==> config.mk <==
export PLATFORM = sky130hd
export DESIGN_NAME = udma_apb_master
export DESIGN_NICKNAME = d
export VERILOG_FILES = /design/src/rtl/udma_apb_master_pkg.sv /design/src/rtl/udma_apb_timeout_cnt.sv /design/src/rtl/udma_apb_master.sv
export SDC_FILE = /design/constraint.sdc
export NUM_CORES = 1
export LEC_CHECK = 0
export CORE_AREA = 2 2 98 100
export DETAILED_ROUTE_END_ITERATION = 10
export DIE_AREA = 0 0 100 102
export GPL_ROUTABILITY_DRIVEN = 1
export GPL_TIMING_DRIVEN = 1
export PLACE_DENSITY = 0.89
export SYNTH_ARGS = -nofsm -noshare
export SYNTH_HDL_FRONTEND = slang
export SYNTH_SLANG_ARGS = --single-unit
==> constraint.sdc <==
create_clock -name clk_i -period 2.35 [get_ports clk_i]
set_input_delay 0.47 -clock clk_i [delete_from_list [all_inputs] [get_ports clk_i]]
set_output_delay 0.47 -clock clk_i [all_outputs]
set_load 0.02 [all_outputs]
==> src/rtl/udma_apb_master_pkg.sv <==
// rtl/udma_apb_master_pkg.sv - shared FSM encoding and defaults for the uDMA APB requester
package udma_apb_master_pkg;

    typedef enum logic [1:0] {
        ST_IDLE   = 2'd0,
        ST_SETUP  = 2'd1,
        ST_ACCESS = 2'd2,
        ST_RESP   = 2'd3
    } apb_state_t;

    localparam int DEF_APB_ADDR_WIDTH = 12;
    localparam int DEF_TIMEOUT_CYCLES = 255;

    // Writes never return data, so the response word is forced to zero for them.
    function automatic logic [31:0] rsp_data(input logic we, input logic [31:0] prdata);
        return we ? 32'h0 : prdata;
    endfunction

endpackage

==> src/rtl/udma_apb_timeout_cnt.sv <==
// rtl/udma_apb_timeout_cnt.sv - saturating ACCESS-phase cycle counter with expiry flag
module udma_apb_timeout_cnt #(
    parameter int TIMEOUT_CYCLES = 255
) (
    input  logic clk_i,
    input  logic rstn_i,
    input  logic clr,
    input  logic en,
    output logic expired
);

    localparam int               CW       = $clog2(TIMEOUT_CYCLES + 1);
    localparam logic [CW-1:0]    CNT_MAX  = CW'(TIMEOUT_CYCLES);
    localparam logic [CW-1:0]    CNT_LAST = CW'(TIMEOUT_CYCLES - 1);

    logic [CW-1:0] r_cnt;

    always_ff @(posedge clk_i or negedge rstn_i) begin
        if (!rstn_i) begin
            r_cnt <= '0;
        end else if (clr) begin
            r_cnt <= '0;
        end else if (en && (r_cnt != CNT_MAX)) begin
            r_cnt <= r_cnt + 1'b1;
        end
    end

    // The count holds completed waiting cycles, so the current cycle is the last allowed one
    // when the count has reached TIMEOUT_CYCLES-1.
    assign expired = en && (r_cnt >= CNT_LAST);

endmodule

==> src/rtl/udma_apb_master.sv <==
// rtl/udma_apb_master.sv - single-outstanding APB3 requester with request/response handshakes
module udma_apb_master
    import udma_apb_master_pkg::*;
#(
    parameter int APB_ADDR_WIDTH = DEF_APB_ADDR_WIDTH,
    parameter int TIMEOUT_CYCLES = DEF_TIMEOUT_CYCLES
) (
    input  logic                      clk_i,
    input  logic                      rstn_i,
    input  logic                      req_valid_i,
    output logic                      req_ready_o,
    input  logic [APB_ADDR_WIDTH-1:0] req_addr_i,
    input  logic [31:0]               req_wdata_i,
    input  logic                      req_we_i,
    output logic                      rsp_valid_o,
    input  logic                      rsp_ready_i,
    output logic [31:0]               rsp_rdata_o,
    output logic                      rsp_err_o,
    output logic [APB_ADDR_WIDTH-1:0] PADDR,
    output logic [31:0]               PWDATA,
    output logic                      PWRITE,
    output logic                      PSEL,
    output logic                      PENABLE,
    input  logic [31:0]               PRDATA,
    input  logic                      PREADY,
    input  logic                      PSLVERR
);

    apb_state_t                r_state;
    logic                      r_req_ready;
    logic                      r_rsp_valid;
    logic [31:0]               r_rsp_rdata;
    logic                      r_rsp_err;
    logic [APB_ADDR_WIDTH-1:0] r_paddr;
    logic [31:0]               r_pwdata;
    logic                      r_pwrite;
    logic                      r_psel;
    logic                      r_penable;

    logic w_accept;
    logic w_cnt_en;
    logic w_expired;

    assign w_accept = (r_state == ST_IDLE) && req_valid_i;
    assign w_cnt_en = (r_state == ST_ACCESS) && !PREADY;

    udma_apb_timeout_cnt #(
        .TIMEOUT_CYCLES(TIMEOUT_CYCLES)
    ) u_timeout (
        .clk_i  (clk_i),
        .rstn_i (rstn_i),
        .clr    (w_accept),
        .en     (w_cnt_en),
        .expired(w_expired)
    );

    always_ff @(posedge clk_i or negedge rstn_i) begin
        if (!rstn_i) begin
            r_state     <= ST_IDLE;
            r_req_ready <= 1'b1;
            r_rsp_valid <= 1'b0;
            r_rsp_rdata <= 32'h0;
            r_rsp_err   <= 1'b0;
            r_paddr     <= '0;
            r_pwdata    <= 32'h0;
            r_pwrite    <= 1'b0;
            r_psel      <= 1'b0;
            r_penable   <= 1'b0;
        end else begin
            case (r_state)
                ST_IDLE: begin
                    if (req_valid_i) begin
                        r_paddr     <= req_addr_i;
                        r_pwdata    <= req_wdata_i;
                        r_pwrite    <= req_we_i;
                        r_psel      <= 1'b1;
                        r_penable   <= 1'b0;
                        r_req_ready <= 1'b0;
                        r_state     <= ST_SETUP;
                    end
                end
                ST_SETUP: begin
                    r_penable <= 1'b1;
                    r_state   <= ST_ACCESS;
                end
                ST_ACCESS: begin
                    // PREADY is checked first so a completion on the expiry cycle is not an error.
                    if (PREADY) begin
                        r_psel      <= 1'b0;
                        r_penable   <= 1'b0;
                        r_rsp_rdata <= rsp_data(r_pwrite, PRDATA);
                        r_rsp_err   <= PSLVERR;
                        r_rsp_valid <= 1'b1;
                        r_state     <= ST_RESP;
                    end else if (w_expired) begin
                        r_psel      <= 1'b0;
                        r_penable   <= 1'b0;
                        r_rsp_rdata <= 32'h0;
                        r_rsp_err   <= 1'b1;
                        r_rsp_valid <= 1'b1;
                        r_state     <= ST_RESP;
                    end
                end
                ST_RESP: begin
                    if (rsp_ready_i) begin
                        r_rsp_valid <= 1'b0;
                        r_req_ready <= 1'b1;
                        r_state     <= ST_IDLE;
                    end
                end
                default: begin
                    r_psel      <= 1'b0;
                    r_penable   <= 1'b0;
                    r_rsp_valid <= 1'b0;
                    r_req_ready <= 1'b1;
                    r_state     <= ST_IDLE;
                end
            endcase
        end
    end

    assign req_ready_o = r_req_ready;
    assign rsp_valid_o = r_rsp_valid;
    assign rsp_rdata_o = r_rsp_rdata;
    assign rsp_err_o   = r_rsp_err;
    assign PADDR       = r_paddr;
    assign PWDATA      = r_pwdata;
    assign PWRITE      = r_pwrite;
    assign PSEL        = r_psel;
    assign PENABLE     = r_penable;

endmodule

==> flow_summary_export.csv, run 1 <==
group,metric,value,unit
outcome,status,"completed",
die,io_pins,165,
clocking,htreeDepth,3,
synth,avgSynthCellArea,10.58,µm²
synth,ys_ff_latch,92,
place,post-place-ws,0.3408,ns
worst_setup_path,crit_path_start_kind,"flip-flop",
place,gp_congestion,0.8105,
layout,fin_nets,605,
layout,final_cell_mix,"clkdlybuf4s50_1, nand2_1, dfrtp_1",
synth,syn_nets,442,
global_route,antenna_found_initial,0,
worst_setup_path,slowest_delay,0.59,ns
timing,slew_violations,0,
clocking,clk_pin_slew,0.10,ns
synth,syn_area,3712,µm²
clocking,postCtsSetupBuffers,0,
die,start_util,0.4076,
global_route,use_met2,0.3041,
timing,fin_skew,0.01641,ns
timing,period_share,0.8326,
clocking,cts-buffers-inserted,9,
global_route,grtUsageTotal,0.1872,
detailed_routing,routedWlPerCell,15.42,µm
synth,synth_edf_count,0,
place,hpwl,6952,µm
worst_setup_path,path_buf_inv,1,
global_route,use_met1,0.2482,
layout,drive_above_1_share,0.06166,
worst_setup_path,worst_path_max_delay_cell,"clkdlybuf4s50_1",
layout,final_common_cell,"clkdlybuf4s50_1",
die,std_cell_rows,35,
detailed_routing,drc,0,
global_route,grt_max_degree,52,
clocking,hold_buffers,0,
timing,max_clock_freq,511.1,MHz
worst_setup_path,critPathArrivalTime,1.49,ns
timing,finalSetupTns,0,ns
detailed_routing,drtPass1Iterations,4,
worst_setup_path,crit_path_max_fanout,3,
global_route,grt_overflow,0,
timing,finalHoldViolations,0,
global_route,met3_usage,0.05404,
layout,area_delta_synth_final,52.21,%
detailed_routing,routed_via_density,4.979,
worst_setup_path,critPathKind,"flip-flop to primary output",
pwr,power_density,1283,nW/µm²
synth,postSynth.asyncResetShare,1.000,
clocking,cts_tree,"yes",
detailed_routing,drtIter0Drc,165,
layout,antennaDiodeCount,0,
synth,synth_warnings,0,
layout,stdcell_area,5650,µm²
pwr,leakage,0.002667,µW
pwr,vdd_drop_max,0.5921,mV
timing,worstMarginPinSlew,0.5704,ns
detailed_routing,vias,3137,
detailed_routing,routed_wl,9716,µm
hold_path,hold_class,"primary input to async pin",
place,post_dp_cell_area,5464,µm²
worst_setup_path,cp-end-kind,"primary output",
clocking,clock_path_buffers,2,
worst_setup_path,path_cells,"clkdlybuf4s50_1",
timing,timing.slew.headroom,0.6198,
synth,synthDistinctLibCells,34,
synth,syn_inst,351,
synth,synth_seq_area_share,0.6205,
global_route,grt_pass1_vias,2999,
clocking,ctsResizeCount,0,
timing,rsz0062_at_grt,"no",
timing,hold_slack,0.08897,ns
die,die_w,100,µm
timing,min_period,1.957,ns
timing,report.final.setup_viol,0,
run,maxCapViolCount,0,
layout,final_util,0.6203,
clocking,insertion_delay,0.36,ns
die,fp.dieH,102,µm
worst_setup_path,crit_family,"buffers and inverters",
place,portBuffers,164,
die,dieArea,10200,µm²
die,core_region_area,9109,µm²
timing,setup_ws,0.3934,ns
worst_setup_path,crit_required,1.88,ns
synth,synth-main-ff-cell,"dfrtp_1",
global_route,grt_busiest_layer,"met2",
clocking,clkSinkCount,92,
layout,fillers,750,
global_route,grt_pass1_wl,15100,µm
detailed_routing,ant_nets,0,
clocking,clockRootBuffer,"clkbuf_8",
==> worst reg2reg max path, stage by stage (launching register included) <==
cell and delay, ns:
dfrtp_1 0.43, inv_1 0.14, ha_1 0.19, buf_4 0.16, nand2_1 0.13, nor2_2 0.10
buf_4 0.33, a22o_1 0.22
==> flip-flops by register name, summed over array words and instances, names as in the netlist <==
name and count:
PWDATA 32, rsp_rdata_o 32, PADDR 12, u_timeout.r_cnt 8, r_state 2, PENABLE 1, PSEL 1, PWRITE 1
req_ready_o 1, rsp_err_o 1, rsp_valid_o 1
==> power breakdown <==
group	switching, µW	total, µW	internal, µW	leakage [µW]
clock	589	1020	430	0.0000920
sequential	411	2670	2260	0.00116
combinational	1830	3560	1730	0.00142
total	2830	7250	4420	0.00267
==> cell usage after synthesis, types with 2 or more instances <==
cell | n | share of area
o211ai_1 | 3 | 0.0061
a22o_1 | 32 | 0.075
and2_1 | 2 | 0.0034
o21ai_0 | 5 | 0.0067
ha_1 | 8 | 0.027
or3_1 | 2 | 0.0034
inv_1 | 6 | 0.0061
nor2_1 | 8 | 0.0081
buf_8 | 3 | 0.012
xor2_1 | 2 | 0.0047
clkbuf_1 | 13 | 0.013
nand3_1 | 4 | 0.0054
nand2_1 | 144 | 0.15
dfrtp_1 | 91 | 0.61
a21oi_1 | 8 | 0.011
mux2_2 | 2 | 0.0061
==> final timing paths <==
kind / from / endpoint / slack, ns / cells past startpoint
hold / removal: rstn_i / rsp_rdata_o[7]$_DFFE_PN0P_ / 0.09 / 1
setup reg to reg: r_state[0]$_DFFE_PN0P_ / rsp_rdata_o[2]$_DFFE_PN0P_ / 0.59 / 7
setup / recovery: req_ready_o$_DFFE_PN1P_ / req_ready_o / 0.39 / 1
max in group asynchronous: rstn_i / req_ready_o$_DFFE_PN1P_ / 1.52 / 2
min in group clk_i: PWDATA[20]$_DFFE_PN0P_ / PWDATA[20]$_DFFE_PN0P_ / 0.48 / 2
hold reg to reg: PWDATA[20]$_DFFE_PN0P_ / PWDATA[20]$_DFFE_PN0P_ / 0.48 / 2
==> cells by family (layout without fill, tap and decap cells) <==
group | Yosys count | count (layout) | share of synthesized area
mux | 3 | 3 | 0.008763
flops | 92 | 92 | 0.6205
buf+inv | 23 | 191 | 0.03438
fa+ha+maj | 8 | 8 | 0.02696
simple gates | 167 | 167 | 0.1850
xor+xnor | 3 | 3 | 0.007079
compound gates | 55 | 55 | 0.1173
==> stage by stage <==
step                      std cells  total power [µW]
after floorplan                 351              4523
after global placement          614              6155
after detailed placement        614              6284
after CTS                       630              7329
after global routing            630              7705
final                           630              7251
==> layer usage <==
layer,routed length (µm),vias up
li1,-,1489
met1,4276,1498
met2,4565,144
met3,797,6
met4,76,0
met5,0,-
==> cell type report <==
class	count	area (µm²)	area share
clock inverter	5	45.04	0.007972
multi-input combinational	236	1285	0.2274
tap	111	138.9	0.02458
timing repair buffer	169	1714	0.3034
inverter	6	22.52	0.003986
clock buffer	11	141.4	0.02502
sequential	92	2303	0.4077
(Power assumes the default switching activity.)
==> run 2, diff against run 1 <==
- clock period: 2.35 -> 2 ns (I/O delays scaled with it)
==> flow_summary_export.csv, run 2 (synthesized netlist as in run 1, its figures left out) <==
group,metric,value,unit
worst_setup_path,critPathKind,"flip-flop to primary output",
worst_setup_path,crit_family,"buffers and inverters",
worst_setup_path,slowest_delay,0.60,ns
place,portBuffers,164,
pwr,p_sw,3343,µW
worst_setup_path,critPathArrivalTime,1.51,ns
place,gp_congestion,0.8750,
timing,report.final.setup_viol,0,
timing,worstMarginPinSlew,0.4634,ns
layout,drive_above_1_share,0.06705,
clocking,clockRootBuffer,"clkbuf_8",
worst_setup_path,cp-end-kind,"primary output",
clocking,htreeDepth,3,
worst_setup_path,crit_required,1.60,ns
die,fp.dieH,102,µm
place,hpwl,7375,µm
die,io_pins,165,
global_route,grtUsageTotal,0.1953,
detailed_routing,drtPass1Iterations,4,
clocking,clock_path_buffers,2,
detailed_routing,routedWlPerCell,16.04,µm
timing,rsz0062_at_grt,"no",
run,maxCapViolCount,0,
detailed_routing,drtIter0Drc,166,
timing,max_clock_freq,524.9,MHz
die,core_region_area,9109,µm²
pwr,intPower,5327,µW
layout,fin_nets,608,
timing,period_share,0.9526,
global_route,grt_overflow,0,
clocking,clk_pin_slew,0.09,ns
timing,finalSetupTns,0,ns
timing,fin_skew,0.01372,ns
clocking,clkSinkCount,92,
die,std_cell_rows,35,
global_route,antenna_found_initial,0,
pwr,vdd_drop_max,0.6297,mV
worst_setup_path,crit_path_max_fanout,3,
detailed_routing,vias,3171,
layout,area_delta_synth_final,53.83,%
pwr,comb_power_share,0.488,
global_route,grt_max_degree,49,
clocking,cts-buffers-inserted,9,
die,die_w,100,µm
timing,slew_violations,0,
detailed_routing,routed_via_density,5.009,
hold_path,hold_class,"flip-flop to flip-flop",
timing,hold_slack,0.4776,ns
pwr,power_density,1518,nW/µm²
place,post-place-ws,-0.01483,ns
worst_setup_path,path_cells,"clkdlybuf4s50_1",
layout,final_common_cell,"clkdlybuf4s50_1",
global_route,grt_pass1_vias,3120,
clocking,hold_buffers,1,
detailed_routing,routed_wl,10150,µm
layout,final_cell_mix,"clkdlybuf4s50_1, nand2_1, dfrtp_1",
worst_setup_path,crit_path_start_kind,"flip-flop",
timing,finalHoldViolations,0,
layout,final_util,0.6269,
global_route,grt_pass1_wl,15720,µm
clocking,postCtsSetupBuffers,0,
clocking,ctsResizeCount,0,
detailed_routing,drc,0,
worst_setup_path,path_buf_inv,1,
pwr,leakage,0.002697,µW
die,dieArea,10200,µm²
pwr,sw_frac_of_total,0.3856,
timing,min_period,1.905,ns
detailed_routing,ant_nets,0,
timing,timing.slew.headroom,0.6911,
worst_setup_path,worst_path_max_delay_cell,"clkdlybuf4s50_1",
die,start_util,0.4076,
pwr,clock_power_share,0.149,
clocking,insertion_delay,0.35,ns
clocking,cts_tree,"yes",
pwr,pwr-share-seq,0.363,
layout,antennaDiodeCount,0,
timing,setup_ws,0.09484,ns
outcome,status,"completed",
-- run 2: final timing paths --
check | start | cells after the start | end | slack, ns
max in group asynchronous | rstn_i | 3 | req_ready_o$_DFFE_PN1P_ | 0.86
min reg2reg | PWDATA[31]$_DFFE_PN0P_ | 2 | PWDATA[31]$_DFFE_PN0P_ | 0.48
min in group asynchronous | rstn_i | 2 | rsp_rdata_o[8]$_DFFE_PN0P_ | 0.54
max reg2reg | u_timeout.r_cnt[0]$_DFFE_PN0P_ | 6 | rsp_rdata_o[16]$_DFFE_PN0P_ | 0.19
min | PWDATA[31]$_DFFE_PN0P_ | 2 | PWDATA[31]$_DFFE_PN0P_ | 0.48
max | req_ready_o$_DFFE_PN1P_ | 1 | req_ready_o | 0.09
-- run 2: power groups by stage --
stage	Clock, µW	Sequential [µW]	Combinational [µW]
floorplan	0	4020	1290
CTS	1350	3150	4280
global route	1410	3240	4560
global placement	0	3130	4110
detailed placement	0	3180	4260
finish	1290	3150	4230
-- run 2: through the flow --
step	area (µm²)	power (µW)	std cells
2_1_floorplan	3712	5315	351
3_3_place_gp	5492	7247	616
3_5_place_dp	5492	7435	616
4_1_cts	5710	8772	633
5_1_grt	5710	9209	633
6_report	5710	8671	633
-- run 2: area by class of cell --
class	instances	area (µm²)
clock buffers	10	137.6
clock inverters	6	71.32
fillers	721	3398
inverters	6	22.52
multi-input cells	236	1285
flip-flops and latches	92	2303
well taps	111	138.9
repair buffers	172	1752
-- run 2: routing by layer --
layer	routed length, µm	GRT usage	share of wire
met1	4382	0.2544	0.43
met2	4869	0.3212	0.48
met3	759	0.05062	0.075
met4	142	0.06533	0.014
met5	0	0	0
==> run 3, diff against run 2 <==
- CAP_MARGIN: unset -> 20
==> results of run 3 <==
Final layout, timing and power as in run 2 (identical DEF).
